`src/rtl/cache_pkg.sv`:
```
// Shared types and constants for the cache miss/refill engine and its line buffer.
package cache_pkg;
   localparam int WORDS_PER_LINE = 8;
   localparam int LINE_W         = 32 * WORDS_PER_LINE;
   localparam int BEAT_W         = 3;

   localparam logic [BEAT_W-1:0] LAST_BEAT     = BEAT_W'(WORDS_PER_LINE - 1);
   localparam logic [31:0]       LINE_OFS_MASK = 32'(WORDS_PER_LINE - 1);

   typedef enum logic [1:0] {
      REFILL_IDLE,
      REFILL_WB,
      REFILL_RD,
      REFILL_DONE
   } refill_state_t;
endpackage

```
`src/rtl/refill_line_buf.sv`:
```
// Line register: whole-line load, per-beat word write, synchronous clear, per-beat word read.
// Latency: loads/writes visible the cycle after the edge; the word read is combinational.
// Backpressure: none; the owner qualifies every write with its own beat handshake.
module refill_line_buf
   import cache_pkg::*;
#(
   parameter int WORD_W = 32,
   parameter int WORDS  = 8
) (
   input  logic                    clk,
   input  logic                    reset,
   input  logic                    clr,
   input  logic                    ld_en,
   input  logic [WORDS*WORD_W-1:0] ld_line,
   input  logic                    wr_en,
   input  logic [BEAT_W-1:0]       wr_idx,
   input  logic [WORD_W-1:0]       wr_dat,
   input  logic [BEAT_W-1:0]       rd_idx,
   output logic [WORD_W-1:0]       rd_dat,
   output logic [WORDS*WORD_W-1:0] line_dat
);
   logic [WORDS-1:0][WORD_W-1:0] line_q;

   always_ff @(posedge clk or negedge reset) begin
      if (!reset) begin
         line_q <= '0;
      end else if (clr) begin
         line_q <= '0;
      end else if (ld_en) begin
         line_q <= ld_line;
      end else if (wr_en) begin
         line_q[wr_idx] <= wr_dat;
      end
   end

   assign rd_dat   = line_q[rd_idx];
   assign line_dat = line_q;
endmodule

```
`src/rtl/cache_refill_ctrl.sv`:
```
// Cache miss engine: optional dirty-victim writeback (CACHE_WRITEBACK_EN) then an 8-beat line refill.
// Latency: refill_valid 9 cycles (clean) / 17 cycles (dirty) after the miss, +1 per cycle without mem_ack.
// Backpressure: memory throttles each beat via mem_ack; stall holds the pipeline whenever not idle.
module cache_refill_ctrl
   import cache_pkg::*;
#(
   parameter int  ADDR_W         = 32,
   parameter int  WORD_W         = 32,
   parameter int  WORDS_PER_LINE = cache_pkg::WORDS_PER_LINE,
   localparam int LINE_W         = WORD_W * WORDS_PER_LINE
) (
   input  logic              clk,
   input  logic              reset,
   input  logic              miss_req,
   input  logic [ADDR_W-1:0] miss_addr,
   input  logic              victim_dirty,
   input  logic [ADDR_W-1:0] victim_addr,
   input  logic [LINE_W-1:0] victim_line,
   output logic              stall,
   output logic [LINE_W-1:0] refill_line,
   output logic              refill_valid,
   output logic              mem_req,
   output logic              mem_we,
   output logic [ADDR_W-1:0] mem_addr,
   output logic [WORD_W-1:0] mem_wdata,
   input  logic              mem_ack,
   input  logic [WORD_W-1:0] mem_rdata
);
   localparam logic [ADDR_W-1:0] LINE_MASK = ~ADDR_W'(LINE_OFS_MASK);

   refill_state_t     state_q, state_d;
   logic [BEAT_W-1:0] beat_q;
   logic [ADDR_W-1:0] base_q;
   logic              beat_vld;
   logic              last_beat;
   logic              miss_take;
   logic              wb_start;
   logic              rd_wr_en;
   logic [WORD_W-1:0] refill_rd_unused;

   assign beat_vld  = mem_req & mem_ack;
   assign last_beat = (beat_q == LAST_BEAT);
   assign miss_take = (state_q == REFILL_IDLE) & miss_req;
   assign rd_wr_en  = (state_q == REFILL_RD) & beat_vld;

`ifdef CACHE_WRITEBACK_EN
   logic [ADDR_W-1:0] vict_addr_q;
   logic [WORD_W-1:0] vict_wdat;
   logic [LINE_W-1:0] vict_line_unused;
   logic              vict_ld;
   logic              vict_clr;

   assign wb_start = victim_dirty;
   assign vict_ld  = miss_take & victim_dirty;
   // Drop the victim copy once it has been fully written out.
   assign vict_clr = (state_q == REFILL_WB) & beat_vld & last_beat;

   always_ff @(posedge clk or negedge reset) begin
      if (!reset) begin
         vict_addr_q <= '0;
      end else if (vict_ld) begin
         vict_addr_q <= victim_addr;
      end
   end

   refill_line_buf #(
      .WORD_W (WORD_W),
      .WORDS  (WORDS_PER_LINE)
   ) u_victim_buf (
      .clk      (clk),
      .reset    (reset),
      .clr      (vict_clr),
      .ld_en    (vict_ld),
      .ld_line  (victim_line),
      .wr_en    (1'b0),
      .wr_idx   ('0),
      .wr_dat   ('0),
      .rd_idx   (beat_q),
      .rd_dat   (vict_wdat),
      .line_dat (vict_line_unused)
   );
`else
   logic victim_unused;

   assign victim_unused = ^{victim_dirty, victim_addr, victim_line};
   assign wb_start      = 1'b0;
`endif

   refill_line_buf #(
      .WORD_W (WORD_W),
      .WORDS  (WORDS_PER_LINE)
   ) u_refill_buf (
      .clk      (clk),
      .reset    (reset),
      .clr      (1'b0),
      .ld_en    (1'b0),
      .ld_line  ('0),
      .wr_en    (rd_wr_en),
      .wr_idx   (beat_q),
      .wr_dat   (mem_rdata),
      .rd_idx   (beat_q),
      .rd_dat   (refill_rd_unused),
      .line_dat (refill_line)
   );

   always_ff @(posedge clk or negedge reset) begin
      if (!reset) begin
         state_q <= REFILL_IDLE;
      end else begin
         state_q <= state_d;
      end
   end

   // Counter wraps to zero on the last beat, which also re-arms it for RD after WB.
   always_ff @(posedge clk or negedge reset) begin
      if (!reset) begin
         beat_q <= '0;
         base_q <= '0;
      end else if (miss_take) begin
         beat_q <= '0;
         base_q <= miss_addr & LINE_MASK;
      end else if (beat_vld) begin
         beat_q <= last_beat ? '0 : beat_q + BEAT_W'(1);
      end
   end

   always_comb begin
      state_d = state_q;
      case (state_q)
         REFILL_IDLE: begin
            if (miss_req) begin
               state_d = wb_start ? REFILL_WB : REFILL_RD;
            end
         end
`ifdef CACHE_WRITEBACK_EN
         REFILL_WB: begin
            if (beat_vld && last_beat) begin
               state_d = REFILL_RD;
            end
         end
`endif
         REFILL_RD: begin
            if (beat_vld && last_beat) begin
               state_d = REFILL_DONE;
            end
         end
         REFILL_DONE: state_d = REFILL_IDLE;
         default:     state_d = REFILL_IDLE;
      endcase
   end

   always_comb begin
      stall        = (state_q != REFILL_IDLE);
      refill_valid = 1'b0;
      mem_req      = 1'b0;
      mem_we       = 1'b0;
      mem_addr     = '0;
      mem_wdata    = '0;
      case (state_q)
`ifdef CACHE_WRITEBACK_EN
         REFILL_WB: begin
            mem_req   = 1'b1;
            mem_we    = 1'b1;
            mem_addr  = vict_addr_q + ADDR_W'(beat_q);
            mem_wdata = vict_wdat;
         end
`endif
         REFILL_RD: begin
            mem_req  = 1'b1;
            mem_addr = base_q + ADDR_W'(beat_q);
         end
         REFILL_DONE: refill_valid = 1'b1;
         default: ;
      endcase
   end
endmodule

```
`config.mk`:
```
export PLATFORM = sky130hd
export DESIGN_NAME = cache_refill_ctrl
export DESIGN_NICKNAME = d
export VERILOG_FILES = /design/src/rtl/cache_pkg.sv /design/src/rtl/refill_line_buf.sv /design/src/rtl/cache_refill_ctrl.sv
export SDC_FILE = /design/constraint.sdc
export NUM_CORES = 1
export LEC_CHECK = 0
export ABC_AREA = 0
export ABC_CLOCK_PERIOD_IN_PS = 2500
export BUFFER_PORTS_ARGS = -buffer_cell sky130_fd_sc_hd__buf_4
export CORE_AREA = 5 5 263 265
export CTS_BUF_LIST = sky130_fd_sc_hd__clkbuf_4 sky130_fd_sc_hd__clkbuf_8 sky130_fd_sc_hd__clkbuf_16
export DETAILED_ROUTE_END_ITERATION = 8
export DIE_AREA = 0 0 268 270
export SKIP_CTS_REPAIR_TIMING = 1
export SLEW_MARGIN = 20
export SYNTH_ARGS = -nofsm -noshare
export SYNTH_HDL_FRONTEND = slang
export SYNTH_SLANG_ARGS = --single-unit
```
`constraint.sdc`:
```
create_clock -name clk -period 2.5 [get_ports clk]
set_clock_uncertainty 0.2 [all_clocks]
set_input_delay 0.125 -clock clk [delete_from_list [all_inputs] [get_ports clk]]
set_output_delay 0.125 -clock clk [all_outputs]
set_load 0.05 [all_outputs]
```
# Yosys cells after proc, flatten, opt, wreduce, memory -nomap -nowiden
# Cells that the tools add are included.
[word_totals]
n_memories = 0
wordCells = 41
in_bits = 357
rom_bits = 0
ram_bits = 0
output_inout_bits = 324
latch_bits = 0
ff_bits = 290
[op_classes]
magnitude_cmp = 2
n_bitwise = 3
n_div = 0
addsub = 2
n_mul = 0
n_eq_ne = 5
reduce_logical = 6
shifts = 0
n_mux = 12
[ops]
columns = ["operator", "n"]
rows = [
  ["$bwmux W256", 1],
  ["$demux W32 S3", 1],
  ["$mux W32", 2],
  ["$add A32 B3 Y32", 1],
  ["$mux W3", 3],
  ["$eq A2 B2 Y1 const B", 2],
  ["$lt A3 B4 Y1 const B", 1],
  ["$mux W2", 2],
  ["$pmux W2 S2", 1],
  ["$reduce_bool A2 Y1", 2],
  ["$add A3 B1 Y3 const B", 1],
  ["$and A1 B1 Y1", 3],
  ["$eq A3 B3 Y1 const B", 1],
  ["$ge A3 B1 Y1 const B", 1],
  ["$logic_and A1 B1 Y1", 2],
  ["$logic_not A2 Y1", 1],
  ["$mux W1", 2],
  ["$ne A2 B1 Y1 const B", 1],
  ["$ne A2 B2 Y1 const B", 1],
  ["$reduce_and A2 Y1", 1],
]

# Logic depth before layout (Yosys ltp)
[depth]
depth_word = 6
mapped_depth = 6
depth_no_buf = 4

# Cells and area by module
# From an unflattened synthesis, not the netlist that was laid out.
[hier_totals]
cells_unflattened = 1188
hier_area_um2 = 14938.1
[modules_own_cells]
columns = ["module", "n_inst", "area_per_inst_um2", "cells_per_inst", "seq_area_each_um2"]
rows = [
  ["refill_line_buf", 1, 12997.5, 1032, 6406.1],
  ["cache_refill_ctrl", 1, 1940.6, 156, 850.8],
]

# Worst setup path before layout
# OpenSTA, ideal clock, no wires.
[synth_timing]
path_kind = "reg2out"
start = "register state_q[1]"
end = "output mem_addr[19]"
path_slack_ns = 0.451
arrival_ns = 1.724
stages_incl_launch_ff = 4
path_buffers = 1
t_required_ns = 2.175
cell_sequence = "dfrtp_1 nor2b_1 clkbuf_1 and2_1"
[synth_via]
elab_chain_len = 2
[synth_lines]
columns = ["element", "line", "source"]
rows = [
  ["start: declaration", "cache_refill_ctrl.sv:31", "refill_state_t state_q, state_d;"],
  ["start signal: assignment", "cache_refill_ctrl.sv:110", "state_q <= state_d;"],
  ["$eq A2 B2 Y1", "cache_refill_ctrl.sv:159", "case (state_q)"],
  ["$mux W32", "cache_refill_ctrl.sv:159", ""],
  ["end: declaration", "cache_refill_ctrl.sv:24", "output logic [ADDR_W-1:0] mem_addr,"],
]
# Every way passes these cells.

# Worst setup path in the final report
[layout_timing]
start = "register state_q[1]"
end = "output mem_addr[4]"
# The elaborated chain is that of the path after synthesis.

==> impl_summary.md <==
Route
The number of remaining DRC errors is 0. Before antenna repair, the detailed router went through 4 iterations. In the routed layout, each cell is associated on average with a via count of about 3.6.

The final route contains between 7000 and 8000 vias. In the final routed layout, each cell accounts on average for 17.3 µm. The final wirelength is about 35000 µm. The first routing iteration left ~270 violations. The count of nets left with antenna violations after detail routing is 0.

Yosys
Of the total synthesized cell area, the portion taken by AND, OR, NAND and NOR gates is 0.0325. Synthesis handed over a netlist of around 700 instances. Synthesis inferred between 200 and 300 register bits.

After synthesis, the largest family of logic cells by area is multiplexers. The cell area after synthesis is about 11000 µm². Of the synthesized area, sequential elements account for 0.633.

In this run, synthesis inferred 0 flip-flops with an integrated enable. The post-synthesis async set-or-reset flop share is 1.00. Yosys mapped the design onto 25 distinct sky130hd cell types. For this run, the leading register cell type out of synthesis is sky130_fd_sc_hd__dfrtp_1. Of the total synthesized cell area, the portion taken by XOR and XNOR cells is 0. The number of synthesis warnings is 0. The arithmetic-cell share of the synthesized area counting full adders, half adders and majority gates is 0.00218. The share of cell area taken by muxes after synthesis is 0.281. The compound-gate portion of the synthesized area is 0.00306. Dividing the synthesized area by the synthesized cell count gives between 15 and 20 µm².

Status
The checks that failed: hold timing. The run finished, with violations left.

Timing
The share of the cycle needed by the critical path after routing is 0.869. The headroom to the max-slew limit is 0.614. Setup repair after global routing left no endpoint under its margin.

The transition time at the pin with the least slew margin is a little under 600 ps. The maximum clock frequency is about 460 MHz. The number of slew-limit violations in the final report is 0. After layout, the minimum clock period comes to 2170 ps. Across all hold checks on the routed design, the worst slack comes to -17.8 ps.

The number of failing hold endpoints at the final stage came to 13. In the final timing run, aggregate negative setup slack is 0 ps. Setup violations remaining at the end of the flow were counted as 0.

Clocking
The clock-pin slew reported for the worst setup and hold paths after clock tree synthesis is 60 ps. The clock tree from TritonCTS is done. No sink is reached through more buffers than the 3 on the longest clock path. At the later pin of the worst-skew pair, clock insertion delay measures between 500 and 600 ps. The CTS sink count is 290. The number of clock buffers added by TritonCTS is 35.

The root buffer cell is sky130_fd_sc_hd__clkbuf_16. CTS built an H-tree with a depth of 2.

Floorplanning
The die area is 72400 µm². After floorplanning, the core was sized to cover approximately 67000 µm². The I/O pin count is about 680. The row count is 95.

The die is 270 µm tall. In this run the horizontal extent of the chip is 268 µm. The initial standard-cell utilization of the core is 0.172.

Critical path
For the worst flop-to-flop path, the logic depth is 4. Following the worst setup path forward leads to its endpoint at mem_addr[4]. The category of the critical setup timing path is flop to primary output. The register-to-register setup slack is 340 ps. The critical path starts at state_q[1]. The signal arrival time at the worst endpoint is approximately 1900 ps.

The reg-to-reg endpoint is u_refill_buf.line_dat[35]. The start of the worst register-to-register path is state_q[0]. The endpoint kind of the worst setup timing path is a primary output. The worst setup path is launched from a flop. The worst endpoint required time is ~2200 ps.

The critical-path maximum fanout is 20.

Global route
The maximum number of pins on one net before global-route repair is 78. The global routing stage identified its most utilized layer as met2. In the global route stage, met1 resource usage came out at 0.114. The overall track demand over capacity in global routing is 0.0927. The wire length of the first global-routing pass is approximately 50000 µm.

After global routing the overflow that remains totals 0. The number of antenna violations at the first check in global routing is 0. The via count of the first global-routing pass was about 7800. In the global route stage, met2 resource usage came out at 0.157. For this run, global-route usage on met3 was measured as 0.0319.

Run
The max-cap check violation count is 0.

Hold path
The min-delay analysis places its worst path in the category input pin to asynchronous set/reset pin.

Final layout
The area of all placed cells without fillers is 16900 µm². The fraction of final layout cells with drive strength greater than 1 is 0.627. The net count of the finished layout is between 1500 and 2000. From synthesis to final layout, the design area changed by 47.3%. Counting the fill cells in the layout gives about 6900.

Place
Routability-driven placement finished with a final weighted congestion of 0.704. Summed over all nets, the half-perimeter wirelength after detailed placement is between 20000 and 25000 µm. Once placement finished, the instance area stood at 15100 µm².

During placement, the flow inserted port buffers numbering between 300 and 400.
-- how the worst min path moves through the flow --
stage	startpoint	to	slack (ps)	cells after the start
after floorplan	reset	base_q[10]	-370	0
after global placement	reset	u_refill_buf.line_dat[136]	-50	1
after detailed placement	reset	u_refill_buf.line_dat[167]	-50	1
after CTS	reset	u_refill_buf.line_dat[127]	-640	1
after global routing	reset	u_refill_buf.line_dat[127]	10	2
final	reset	u_refill_buf.line_dat[127]	-20	2
-- cells in the mapped netlist, drive strengths merged (2+ instances only) --
cell,count,area share
or2,2,0.0011
ha,2,0.0022
clkbuf,6,0.0020
nand2,2,0.00066
buf,62,0.046
and2,33,0.018
nand3b,2,0.0020
and3,2,0.0011
mux2,285,0.28
a32o,3,0.0026
nor2,3,0.0012
nor3b,3,0.0039
dfrtp,290,0.63
-- layout make-up --
cell class                      instances  area (µm²)  area share
Timing Repair Buffer                  444        3570       0.212
Multi-Input combinational cell        375        3800       0.225
Tap cell                              873        1090      0.0647
Sequential cell                       290        7260       0.430
Clock buffer                           50        1050      0.0621
Antenna cell                            2        5.00    0.000296
Clock inverter                         11         119     0.00704
-- cell usage in the layout, fill, tap and decap left out, types with 2 or more instances in the layout --
master	synthesis	routed
sky130_fd_sc_hd__buf_4	39	374
sky130_fd_sc_hd__dfrtp_1	290	290
sky130_fd_sc_hd__mux2_2	275	275
sky130_fd_sc_hd__dlygate4sd3_1	0	63
sky130_fd_sc_hd__clkbuf_16	0	37
sky130_fd_sc_hd__and2_1	33	33
sky130_fd_sc_hd__conb_1	1	33
sky130_fd_sc_hd__clkbuf_4	0	9
sky130_fd_sc_hd__mux2_1	7	7
sky130_fd_sc_hd__buf_12	0	6
sky130_fd_sc_hd__clkinv_2	0	5
sky130_fd_sc_hd__clkbuf_8	0	4
sky130_fd_sc_hd__a32o_1	3	3
sky130_fd_sc_hd__mux2_4	3	3
sky130_fd_sc_hd__clkinv_4	0	3
sky130_fd_sc_hd__diode_2	0	2
sky130_fd_sc_hd__or2_2	2	2
sky130_fd_sc_hd__nor3b_4	2	2
sky130_fd_sc_hd__nand3b_2	2	2
sky130_fd_sc_hd__nor2_1	2	2
sky130_fd_sc_hd__ha_1	2	2
sky130_fd_sc_hd__bufinv_16	0	2
-- sequential cells by signal (all words and copies together), names as in the netlist --
signal / count
beat_q: 3
state_q: 2
u_refill_buf.line_dat: 256
base_q: 29
-- per-layer routing --
layer  vias to the layer above  share of wire  routed length (µm)
met2                       225           0.49               17200
li1                       3280              -                   -
met1                      3789           0.42               14700
met5                         -              0                   0
met4                         0          0.021                 748
met3                        51          0.077                2740
-- metrics by stage --
stage / instances / hold WS, ps / worst slack, ps / utilization
6_report: 2045 / -17.8 / 327 / 0.254
4_1_cts: 1980 / -645 / 270 / 0.244
3_3_place_gp: 1919 / -54.6 / 290 / 0.227
3_5_place_dp: 1919 / -50.1 / 304 / 0.227
5_1_grt: 2043 / 12.5 / 194 / 0.254
2_1_floorplan: 733 / -371 / 451 / -
-- logic make-up after synthesis --
logic type | after synthesis
multiplexers | 285
flip-flops | 290
buffers and inverters | 68
AND/OR/NAND/NOR | 51
other | 1
adder cells (fa/ha/maj) | 2
AO/OA/AOI/OAI | 4
-- worst max-delay path, cell delays in order, from the launching register on --
cell                      delay (ps)
sky130_fd_sc_hd__dfrtp_1         470
sky130_fd_sc_hd__nor2b_2         250
sky130_fd_sc_hd__buf_4           240
sky130_fd_sc_hd__and2_1          170
sky130_fd_sc_hd__buf_4           200
Power is left out: the tool's default activity adds up to more than one toggle a clock period on the data nets, which glitch-free logic cannot reach.
